`src/rtl/dsd_pkg.sv`:
```
// Shared constants for the scan decoder: FSM state encoding and mode values.
package dsd_pkg;

  typedef enum logic [1:0] {
    IDLE       = 2'd0,
    DIRECT     = 2'd1,
    SCAN_ON    = 2'd2,
    SCAN_BLANK = 2'd3
  } dsd_state_t;

  localparam logic MODE_DIRECT = 1'b0;
  localparam logic MODE_SCAN   = 1'b1;

endpackage : dsd_pkg

```
`src/rtl/dec_low_comb.sv`:
```
// Combinational N-to-2^N active-low decoder with enable and an active-channel limit.
module dec_low_comb #(
  parameter int unsigned N        = 4,
  parameter int unsigned CHANNELS = 16
) (
  input  logic              en,
  input  logic [N-1:0]      a,
  output logic [(1<<N)-1:0] y_c,
  output logic              hit_c
);

  // Drive the single addressed bit low when enabled and within the active range.
  always_comb begin
    y_c   = '1;
    hit_c = 1'b0;
    if (en && (32'(a) < CHANNELS)) begin
      y_c[a] = 1'b0;
      hit_c  = 1'b1;
    end
  end

endmodule : dec_low_comb

```
`src/rtl/scan_decoder_low.sv`:
```
// Registered active-low decoder with direct addressing and an autonomous channel scanner.
module scan_decoder_low
  import dsd_pkg::*;
#(
  parameter int unsigned N        = 4,
  parameter int unsigned CHANNELS = 16,
  parameter int unsigned DWELL_W  = 8,
  parameter int unsigned BLANK    = 1
) (
  input  logic               clk,
  input  logic               rst,
  input  logic               en,
  input  logic               mode,
  input  logic [N-1:0]       w,
  input  logic [DWELL_W-1:0] dwell,
  output logic [(1<<N)-1:0]  y,
  output logic [N-1:0]       cur,
  output logic               sel_valid,
  output logic               wrap
);

  localparam int unsigned NY = 1 << N;

  dsd_state_t         state_q;
  dsd_state_t         state_d;
  logic [DWELL_W-1:0] presc_q;
  logic [DWELL_W-1:0] presc_d;
  logic [N-1:0]       cur_d;
  logic               wrap_d;
  logic               dec_en;
  logic [N-1:0]       dec_addr;
  logic [NY-1:0]      y_d;
  logic               sel_d;

  logic               adv_c;
  logic               last_c;
  logic [N-1:0]       next_ch_c;
  logic [N-1:0]       start_ch_c;

  // Dwell expiry, end-of-sequence detection, successor and clamped start channel.
  always_comb begin
    adv_c      = (presc_q == dwell);
    last_c     = (cur == N'(CHANNELS - 1));
    next_ch_c  = last_c ? '0 : cur + N'(1);
    start_ch_c = (32'(w) < CHANNELS) ? w : '0;
  end

  // State register.
  always_ff @(posedge clk) begin
    if (rst) begin
      state_q <= IDLE;
    end else begin
      state_q <= state_d;
    end
  end

  // Next-state logic: enable first, then mode, then the scan sequencing.
  always_comb begin
    state_d = state_q;
    if (!en) begin
      state_d = IDLE;
    end else begin
      unique case (state_q)
        IDLE, DIRECT: state_d = (mode == MODE_SCAN) ? SCAN_ON : DIRECT;
        SCAN_ON: begin
          if (mode == MODE_DIRECT) begin
            state_d = DIRECT;
          end else if (adv_c && (BLANK != 0)) begin
            state_d = SCAN_BLANK;
          end else begin
            state_d = SCAN_ON;
          end
        end
        SCAN_BLANK: state_d = (mode == MODE_DIRECT) ? DIRECT : SCAN_ON;
        default:    state_d = IDLE;
      endcase
    end
  end

  // Output/datapath logic: next channel, prescaler, wrap pulse and decoder request.
  always_comb begin
    cur_d    = cur;
    presc_d  = presc_q;
    wrap_d   = 1'b0;
    dec_en   = 1'b0;
    dec_addr = cur;
    unique case (state_d)
      DIRECT: begin
        cur_d    = w;
        dec_en   = 1'b1;
        dec_addr = w;
      end
      SCAN_ON: begin
        if ((state_q == IDLE) || (state_q == DIRECT)) begin
          cur_d   = start_ch_c;
          presc_d = '0;
        end else if (state_q == SCAN_BLANK) begin
          presc_d = '0;
        end else if (adv_c) begin
          cur_d   = next_ch_c;
          presc_d = '0;
          wrap_d  = last_c;
        end else begin
          presc_d = presc_q + DWELL_W'(1);
        end
        dec_en   = 1'b1;
        dec_addr = cur_d;
      end
      SCAN_BLANK: begin
        cur_d   = next_ch_c;
        presc_d = '0;
        wrap_d  = last_c;
      end
      default: begin
        cur_d = cur;
      end
    endcase
  end

  dec_low_comb #(
    .N        (N),
    .CHANNELS (CHANNELS)
  ) u_dec (
    .en    (dec_en),
    .a     (dec_addr),
    .y_c   (y_d),
    .hit_c (sel_d)
  );

  // Output and prescaler registers.
  always_ff @(posedge clk) begin
    if (rst) begin
      y         <= '1;
      cur       <= '0;
      sel_valid <= 1'b0;
      wrap      <= 1'b0;
      presc_q   <= '0;
    end else begin
      y         <= y_d;
      cur       <= cur_d;
      sel_valid <= sel_d;
      wrap      <= wrap_d;
      presc_q   <= presc_d;
    end
  end

endmodule : scan_decoder_low

```
`config.mk`:
```
export PLATFORM = sky130hd
export DESIGN_NAME = scan_decoder_low
export DESIGN_NICKNAME = d
export VERILOG_FILES = /design/src/rtl/dsd_pkg.sv /design/src/rtl/dec_low_comb.sv /design/src/rtl/scan_decoder_low.sv
export SDC_FILE = /design/constraint.sdc
export NUM_CORES = 1
export LEC_CHECK = 0
export BUFFER_PORTS_ARGS = -buffer_cell sky130_fd_sc_hd__buf_2
export CORE_ASPECT_RATIO = 2
export CORE_MARGIN = 2
export CORE_UTILIZATION = 58
export CTS_BUF_LIST = sky130_fd_sc_hd__clkbuf_8
export CTS_CLUSTER_SIZE = 16
export DETAILED_ROUTE_END_ITERATION = 10
export PLACE_DENSITY = 0.86
export SLEW_MARGIN = 25
export SYNTH_ARGS = -nofsm -noshare
export SYNTH_HDL_FRONTEND = slang
export SYNTH_SLANG_ARGS = --single-unit
```
`constraint.sdc`:
```
create_clock -name clk -period 3.5 [get_ports clk]
set_input_delay 0.35 -clock clk [delete_from_list [all_inputs] [get_ports clk]]
set_output_delay 0.35 -clock clk [all_outputs]
set_load 0.01 [all_outputs]
```
* Yosys cells after proc, flatten, opt, wreduce, memory -nomap -nowiden
Cells that the tools add are included.
** Operators by class
- Add/subtract/negate cells :: 2
- Multipliers :: 0
- Div/mod/pow operators :: 0
- $lt $le $gt $ge :: 2
- Equal/unequal tests :: 8
- Shift-type cells :: 0
- Muxes and demuxes :: 23
- Bitwise logic cells :: 2
- Reductions and logical operators :: 8
** Operators by type and width (number)
- $mux 8 :: 3
- $mux 4 :: 4
- $not 16->16 :: 1
- $pmux 8 s2 :: 1
- $pmux 4 s3 :: 1
- $add 8x1->8 const B :: 1
- $eq 2x2->1 const B :: 4
- $eq 8x8->1 :: 1
- $pmux 4 s2 :: 1
- $mux 1 :: 7
- $mux 2 :: 3
- $lt 4x5->1 const B :: 1
- $add 4x1->4 const B :: 1
- $demux 1 s4 :: 1
- $eq 2x1->1 const B :: 2
- $eq 4x4->1 const B :: 1
- $ge 4x1->1 const B :: 1
- $pmux 2 s2 :: 1
- $reduce_or 2->1 :: 2
- $reduce_bool 3->1 :: 1
- $reduce_or 3->1 :: 1
- $logic_not 2->1 :: 1
- $pmux 1 s2 :: 1
- $reduce_bool 2->1 :: 1
- other kinds (3) :: 3
** Word-level totals
- Bits in registers :: 32
- Latch bits :: 0
- Memory bits (writable) :: 0
- Memory bits (read-only) :: 0
- Bits of input ports :: 16
- Output and inout bits :: 22
- Logic and storage cells :: 51
- Memories kept :: 0

* Longest topological paths before layout
Gate-level depths: netlist of the first run.
- Depth in word-level cells :: 12
- Mapped depth :: 6
- Gate-level depth less buffers :: 5

* Hierarchy
From an unflattened synthesis of the first run, not the netlist that was laid out.
** Second synthesis, totals
- Cell total of the unflattened synthesis :: 190
- Area total of the unflattened synthesis :: 1597.8 um2
** By module, submodules not included
- scan_decoder_low :: times used 1, cells each 161, area each 1413.9 um2, seq. area each 640.6 um2
- dec_low_comb :: times used 1, cells each 29, area each 183.9 um2, seq. area each 0.0 um2

* Least setup slack after synthesis of the first run
No wires, ideal clock.
- Path type :: register to register
- From :: register presc_q[0]
- To :: register presc_q[3]
- Setup time :: 0.117 ns
- Arrival time :: 1.376 ns
- Required time :: 3.383 ns
- Slack :: 2.008 ns
- Stages on the path, launching flop included :: 7
- Buffers on the path :: 1
- Period minus slack after synthesis :: 1.492 ns
- Cells stage by stage :: dfxtp_1 -> xnor2_1 -> and4_4 -> a31oi_1 -> buf_2 -> a21o_1 -> a22o_1
** Between the ends
- Longest elaborated chain between the ends :: 7
- Elaborated cells on any way between the ends :: 13
- Those cells by class :: 1 x add/sub; 3 x eq/ne; 8 x mux; 1 x reduce/logical
** RTL lines
- start: declaration :: line scan_decoder_low.sv:26 : logic [DWELL_W-1:0] presc_q;
- start signal: assignment :: line scan_decoder_low.sv:143 : presc_q <= presc_d;
- $eq 8x8->1 :: line scan_decoder_low.sv:42 : adv_c = (presc_q == dwell);
- $mux 1 :: line scan_decoder_low.sv:68 : end else if (adv_c && (BLANK != 0)) begin
- $mux 2 :: line scan_decoder_low.sv:66 : if (mode == MODE_DIRECT) begin
- $pmux 2 s2 :: line scan_decoder_low.sv:63 : unique case (state_q)
- $mux 2 :: line scan_decoder_low.sv:60 : if (!en) begin
- $eq 2x2->1 :: line scan_decoder_low.sv:87 : unique case (state_d)
- $pmux 8 s2 or $reduce_bool 2->1 (tied branches)
Parallel ways exist; a longest one is shown, timed or not.
A chain may end at the register's enable or synchronous reset.

* Final worst setup path of the first run
- From :: register presc_q[0]
- To :: register presc_q[2]
Same word-level chain as after synthesis.

==> results_dict.tcl, run 1 <==
set metrics [dict create \
    nFillCells 206 \
    grtUsageMet3_pct 6.71 \
    drive_above_1_share_pct 27.2 \
    grt-ovfl-total 0 \
    drc 0 \
    startpoint_type "register" \
    path_class "reg -> reg" \
    gp_congestion 0.844 \
    combPwrFrac_pct 9.7 \
    critPathBufInv 0 \
    power_density_nw_per_um2 419 \
    htree_levels 2 \
    insertion_delay_ns 0.29 \
    cp.arrival_ns 2.18 \
    p_clk_share_pct 40.4 \
    rsz0062_at_grt "no" \
    die_h_um 76.4 \
    irDropWorstVdd_uv 435 \
    path_cells "xnor2_1 > and4_4 > a31oi_1 > a21oi_1 > a31oi_1" \
    ctsLongestPathBuffers 2 \
    rows 26 \
    finalMaxSlewViolations 0 \
    vias 1417 \
    worst_pin_slew_ns 0.918 \
    cts-root-buf "clkbuf_8" \
    yosysTopAreaCell "dfxtp_1" \
    grt_busiest_layer "met2" \
    cts_tree "built" \
    clock_skew_ns 0.00757 \
    relSlewSlack_pct 38.5 \
    grtUsageMet2_pct 47.9 \
    synth-edff-count 0 \
    syn_area_per_cell_um2 9.11 \
    hold_class "in -> reg" \
    yosysSeqAreaShare_pct 42.1 \
    core_area_um2 2540 \
    cts_hold_buf 0 \
    post-route-period-util_pct 56.3 \
    synth_top_cells_by_count "32 x dfxtp_1, 25 x nand2_1, 10 x a21oi_1, 10 x nand3_1" \
    synth_ff_type "dfxtp_1" \
    internal-power_uw 575 \
    cp-end-kind "register" \
    synth_top_area_share_pct 42.1 \
    grt_max_degree 15 \
    nets 224 \
    syn_inst 167 \
    post_drt_wl_per_cell_um 15.8 \
    cts.clk_slew.worst_paths_ns 0.07 \
    crit_path_max_incr_delay_ns 0.75 \
    cts_resized 0 \
    setup_violations 0 \
    synthArstFlopShare_pct 0 \
    cts_setup_buffers 0 \
    worstPathRequired_ns 3.71 \
    ys_seq_elements 32 \
    cpMaxStageDelayCell "a31oi_1" \
    post-route-min-period_ns 1.97 \
    hold_viol 0 \
    grt_pass1_wl_mm 5.90 \
    initial_core_util_pct 60.0 \
    postPlaceCellArea_um2 1720 \
    outcome "completed" \
    drt-total-wl_mm 3.69 \
    yosysUniqueCellTypes 47 \
    clock-sinks 32 \
    grtUsageTotal_pct 27.7 \
    syn_to_final_growth_pct 19.1 \
    num_io_pins 38 \
    ant_nets 0 \
    place_hpwl_mm 2.80 \
    grt_pass1_vias 1366 \
    syn_area_um2 1520 \
    synth_most_common_cell "dfxtp_1" \
    synth.net_count 185 \
    tns_ns 0 \
    fp.dieW_um 40.2 \
    drtIter0Drc 42 \
    dieArea_um2 3070 \
    maxCapViolCount 0 \
    diodes 0 \
    synth_area_leaders "dfxtp_1 42%, nand2_1 6.2%, xnor2_1 4.0%, a21oi_1 3.3%, nand3_1 3.3%" \
    cp_common_cell "a31oi_1" \
    switching_share_pct 24.2 \
    viasPerCell 6.06 \
    path_max_fanout 11 \
    portBuffers 37 \
    r2r_setup_slack_ns 1.53 \
    drtPass1Iterations 4 \
    antenna_found_initial 0 \
    max_freq_mhz 508 \
    seqPwrFrac_pct 49.9 \
    stdcell_area_um2 1810 \
    yosysWarnings 0 \
    cts_buffers 5 \
    p_switching_uw 183 \
    crit_family "compound AO/OA/AOI/OAI gates" \
    cellLeakagePower_uw 0.000695 \
    grt_use_met1_pct 24.2 \
]
-- cell families after synthesis --
| kind of cell | count (synthesis) | synth area share [%] |
|---|---|---|
| compound gates | 35 | 17.4 |
| xor+xnor | 10 | 5.76 |
| fa+ha+maj | 2 | 1.64 |
| buf+inv | 8 | 2.47 |
| flops | 32 | 42.1 |
| mux | 2 | 1.32 |
| simple gates | 78 | 29.4 |
-- cells in the final DEF (no fill, tap or decap), types with 2 or more instances in the layout --
master and instances:
clkbuf_8 7, a21oi_1 10, and2_1 4, xor2_1 3
buf_2 37, mux2i_1 2, nand3b_1 3, nand3_1 10
ha_1 2, nand2_1 25, a31oi_1 4, nor3_1 3
dfxtp_1 32, nor2_1 7, nor2b_1 4, inv_1 3
nand2b_1 7, o22ai_1 2, o21ai_0 6, nand4_1 3
xnor2_1 7
-- registers in the layout, summed over array words and instances, names as in the netlist --
signal / flops
y: 16
presc_q: 8
cur: 4
state_q: 2
sel_valid: 1
wrap: 1
-- per-stage QoR --
stage               total power (µW)  setup slack [ns]  utilization, %  cells  hold WS (ns)
finish                           759              1.53            71.4    234         0.385
global route                     781              1.37            71.4    234         0.388
CTS                              760              1.55            71.4    234         0.375
detailed placement               459              1.50            67.6    227         0.490
global placement                 455              1.66            67.6    227         0.477
floorplan                        432              2.01               -    167         0.460
-- power groups by stage --
stage                     registers, µW  logic [µW]  clock network, µW
final                               378        73.7                307
after global routing                379        80.5                322
after CTS                           378        72.9                309
after detailed placement            386        72.6                  0
after global placement              386        69.7                  0
after floorplan                     386        45.8                  0
-- layout make-up --
class,instances,area (µm²),share of cell area (%)
timing repair buffer,37,185,10.2
clock buffer,7,96.3,5.32
inverter,3,11.3,0.622
sequential,32,641,35.4
multi-input combinational,127,843,46.5
tap,28,35.0,1.93
-- worst register-to-register path, delay by kind of cell, from the launching register on --
| kind | cells | cell delay (ns) |
|---|---|---|
| compound gates | 3 | 1.12 |
| flops | 1 | 0.42 |
| simple gates | 1 | 0.23 |
| xor+xnor | 1 | 0.13 |
-- final timing paths --
path | startpoint | endpoint | depth (start not counted)
min | mode | presc_q[0]$_SDFFE_PP0N_ | 2
max | presc_q[0]$_SDFFE_PP0N_ | presc_q[2]$_SDFFE_PP0N_ | 5
min reg2reg | presc_q[7]$_SDFFE_PP0N_ | presc_q[7]$_SDFFE_PP0N_ | 1
max reg2reg | presc_q[0]$_SDFFE_PP0N_ | presc_q[2]$_SDFFE_PP0N_ | 5
-- layer usage --
layer  share of wire, %  vias to the layer above
li1                   -                      669
met3                6.8                       15
met5                  0                        -
met1                 31                      643
met2                 56                       90
met4                5.4                        0
Power figures use the tool's default switching activity.
==> run 2, diff against run 1 <==
--- a/config.mk
+++ b/config.mk
@@ -8,11 +8,11 @@
 export BUFFER_PORTS_ARGS = -buffer_cell sky130_fd_sc_hd__buf_2
 export CORE_ASPECT_RATIO = 2
 export CORE_MARGIN = 2
-export CORE_UTILIZATION = 58
+export CORE_UTILIZATION = 49
 export CTS_BUF_LIST = sky130_fd_sc_hd__clkbuf_8
 export CTS_CLUSTER_SIZE = 16
 export DETAILED_ROUTE_END_ITERATION = 10
-export PLACE_DENSITY = 0.86
+export PLACE_DENSITY = 0.77
 export SLEW_MARGIN = 25
 export SYNTH_ARGS = -nofsm -noshare
 export SYNTH_HDL_FRONTEND = slang
==> constraint.sdc (replaced) <==
create_clock -name clk -period 1.7 [get_ports clk]
set_input_delay 0.17 -clock clk [delete_from_list [all_inputs] [get_ports clk]]
set_output_delay 0.17 -clock clk [all_outputs]
set_load 0.01 [all_outputs]
==> results_dict.tcl, run 2 (synthesized netlist as in run 1, its figures left out) <==
set metrics [dict create \
    nFillCells 255 \
    layout_common_cells "37 x buf_2, 32 x dfxtp_1, 25 x nand2_1" \
    timing.rr.end "cur[0]$_SDFFE_PP0P_" \
    place_hpwl_mm 2.82 \
    nets 234 \
    grt-ovfl-total 0 \
    gp_congestion 0.881 \
    startpoint_type "register" \
    final_cells 246 \
    grt_pass1_vias 1361 \
    cts_buffers 5 \
    vias 1394 \
    die_h_um 82.8 \
    outcome "completed" \
    worstPathRequired_ns 1.90 \
    cts_tree "built" \
    final_core_util_pct 63.7 \
    cts.clk_slew.worst_paths_ns 0.06 \
    worst_pin_slew_ns 0.380 \
    r2r_setup_slack_ns 0.09 \
    min_from "rst" \
    place_inst 239 \
    cts-root-buf "clkbuf_8" \
    hold_slack_ns 0.223 \
    drive_above_1_share_pct 31.5 \
    post-route-period-util_pct 94.5 \
    rows 28 \
    largestRegisters "y: 16 flops, presc_q: 8 flops, cur: 4 flops" \
    cp-end-kind "register" \
    grt_max_degree 13 \
    drt-total-wl_mm 3.48 \
    hold_depth 2 \
    post_drt_wl_per_cell_um 14.1 \
    syn_to_final_growth_pct 24.7 \
    drc 0 \
    insertion_delay_ns 0.28 \
    ant_nets 0 \
    post-route-min-period_ns 1.61 \
    cts_hold_buf 0 \
    maxCapViolCount 0 \
    clock-sinks 32 \
    core_area_um2 2980 \
    finalMaxSlewViolations 0 \
    cellLeakagePower_uw 0.000748 \
    rsz0062_at_grt "yes" \
    clock_skew_ns 0.00681 \
    reg2reg_from "presc_q[6]$_SDFFE_PP0N_" \
    cts_setup_buffers 0 \
    final-seq-area_um2 641 \
    path_class "reg -> reg" \
    hold_class "in -> reg" \
    grt_pass1_wl_mm 5.69 \
    multi_input_area_um2 851 \
    final_common_cell "buf_2" \
    path_max_fanout 5 \
    drtPass1Iterations 4 \
    diodes 0 \
    setup_violations 0 \
    irDropWorstVdd_uv 511 \
    htree_levels 2 \
    power_density_nw_per_um2 819 \
    cp.arrival_ns 1.81 \
    max_freq_mhz 622 \
    fp.dieW_um 43.4 \
    relSlewSlack_pct 74.7 \
    worstHoldEndpoint "state_q[1]$_SDFF_PP0_" \
    grtUsageTotal_pct 20.8 \
    antenna_found_initial 0 \
    viasPerCell 5.67 \
    initial_core_util_pct 51.1 \
    rr_worst_depth 5 \
    dieArea_um2 3590 \
    regMostFlops "y" \
    ctsLongestPathBuffers 2 \
    largest_reg_flops 16 \
    num_io_pins 38 \
    hold_viol 0 \
    portBuffers 37 \
    drtIter0Drc 31 \
]
## run 2: where the power goes
part / internal, µW / switching [µW]
Combinational: 73.6 / 91.0
Clock: 360 / 251
Sequential: 763 / 15.6
Total: 1200 / 358
## run 2: layer usage
metal | track usage, % | part of all wire (%) | up-vias
met2 | 41.2 | 59 | 46
met5 | 0 | 0 | -
met3 | 4.13 | 4.5 | 13
li1 | - | - | 691
met4 | 13.5 | 3.1 | 0
met1 | 15.9 | 33 | 644
## run 2: worst max-delay path by stage
| stage | start | endpoint | slack [ns] | cells past startpoint |
|---|---|---|---|---|
| 6_report | presc_q[6]$_SDFFE_PP0N_ | cur[0]$_SDFFE_PP0P_ | 0.09 | 5 |
| 5_1_grt | presc_q[6]$_SDFFE_PP0N_ | y[0]$_SDFF_PP1_ | -0.02 | 5 |
| 4_1_cts | presc_q[0]$_SDFFE_PP0N_ | presc_q[7]$_SDFFE_PP0N_ | 0.07 | 6 |
| 3_5_place_dp | presc_q[0]$_SDFFE_PP0N_ | presc_q[7]$_SDFFE_PP0N_ | 0.07 | 6 |
| 3_3_place_gp | presc_q[6]$_SDFFE_PP0N_ | cur[0]$_SDFFE_PP0P_ | 0.14 | 5 |
| 2_1_floorplan | presc_q[0]$_SDFFE_PP0N_ | presc_q[3]$_SDFFE_PP0N_ | 0.21 | 6 |
## run 2: cell type report
class / count / area share, %
Multi-Input combinational cell: 127 / 44.9
Sequential cell: 32 / 33.8
Timing Repair Buffer: 47 / 13.7
Clock buffer: 7 / 5.08
Tap cell: 30 / 1.98
Inverter: 3 / 0.594
## run 2: critical path, cell delays in order (launching register included)
cell      delay, ns
dfxtp_1        0.36
xor2_1         0.20
or2_4          0.27
nor4_4         0.35
nand4b_1       0.15
a41oi_2        0.20
## run 2: metrics by stage
step,power (µW),setup TNS (ns),cell area [µm²],setup WS (ns)
floorplan,889,0,1520,0.208
global placement,952,0,1790,0.142
detailed placement,957,0,1790,0.0740
CTS,1560,0,1890,0.0731
global route,1610,-0.0329,1900,-0.0160
finish,1550,0,1900,0.0935
## run 2: repair_timing
item / in CTS / in global routing
gates resized for setup: 0 / 2
hold endpoints to repair: 0 / 0
endpoints found under the setup margin: 0 / 7
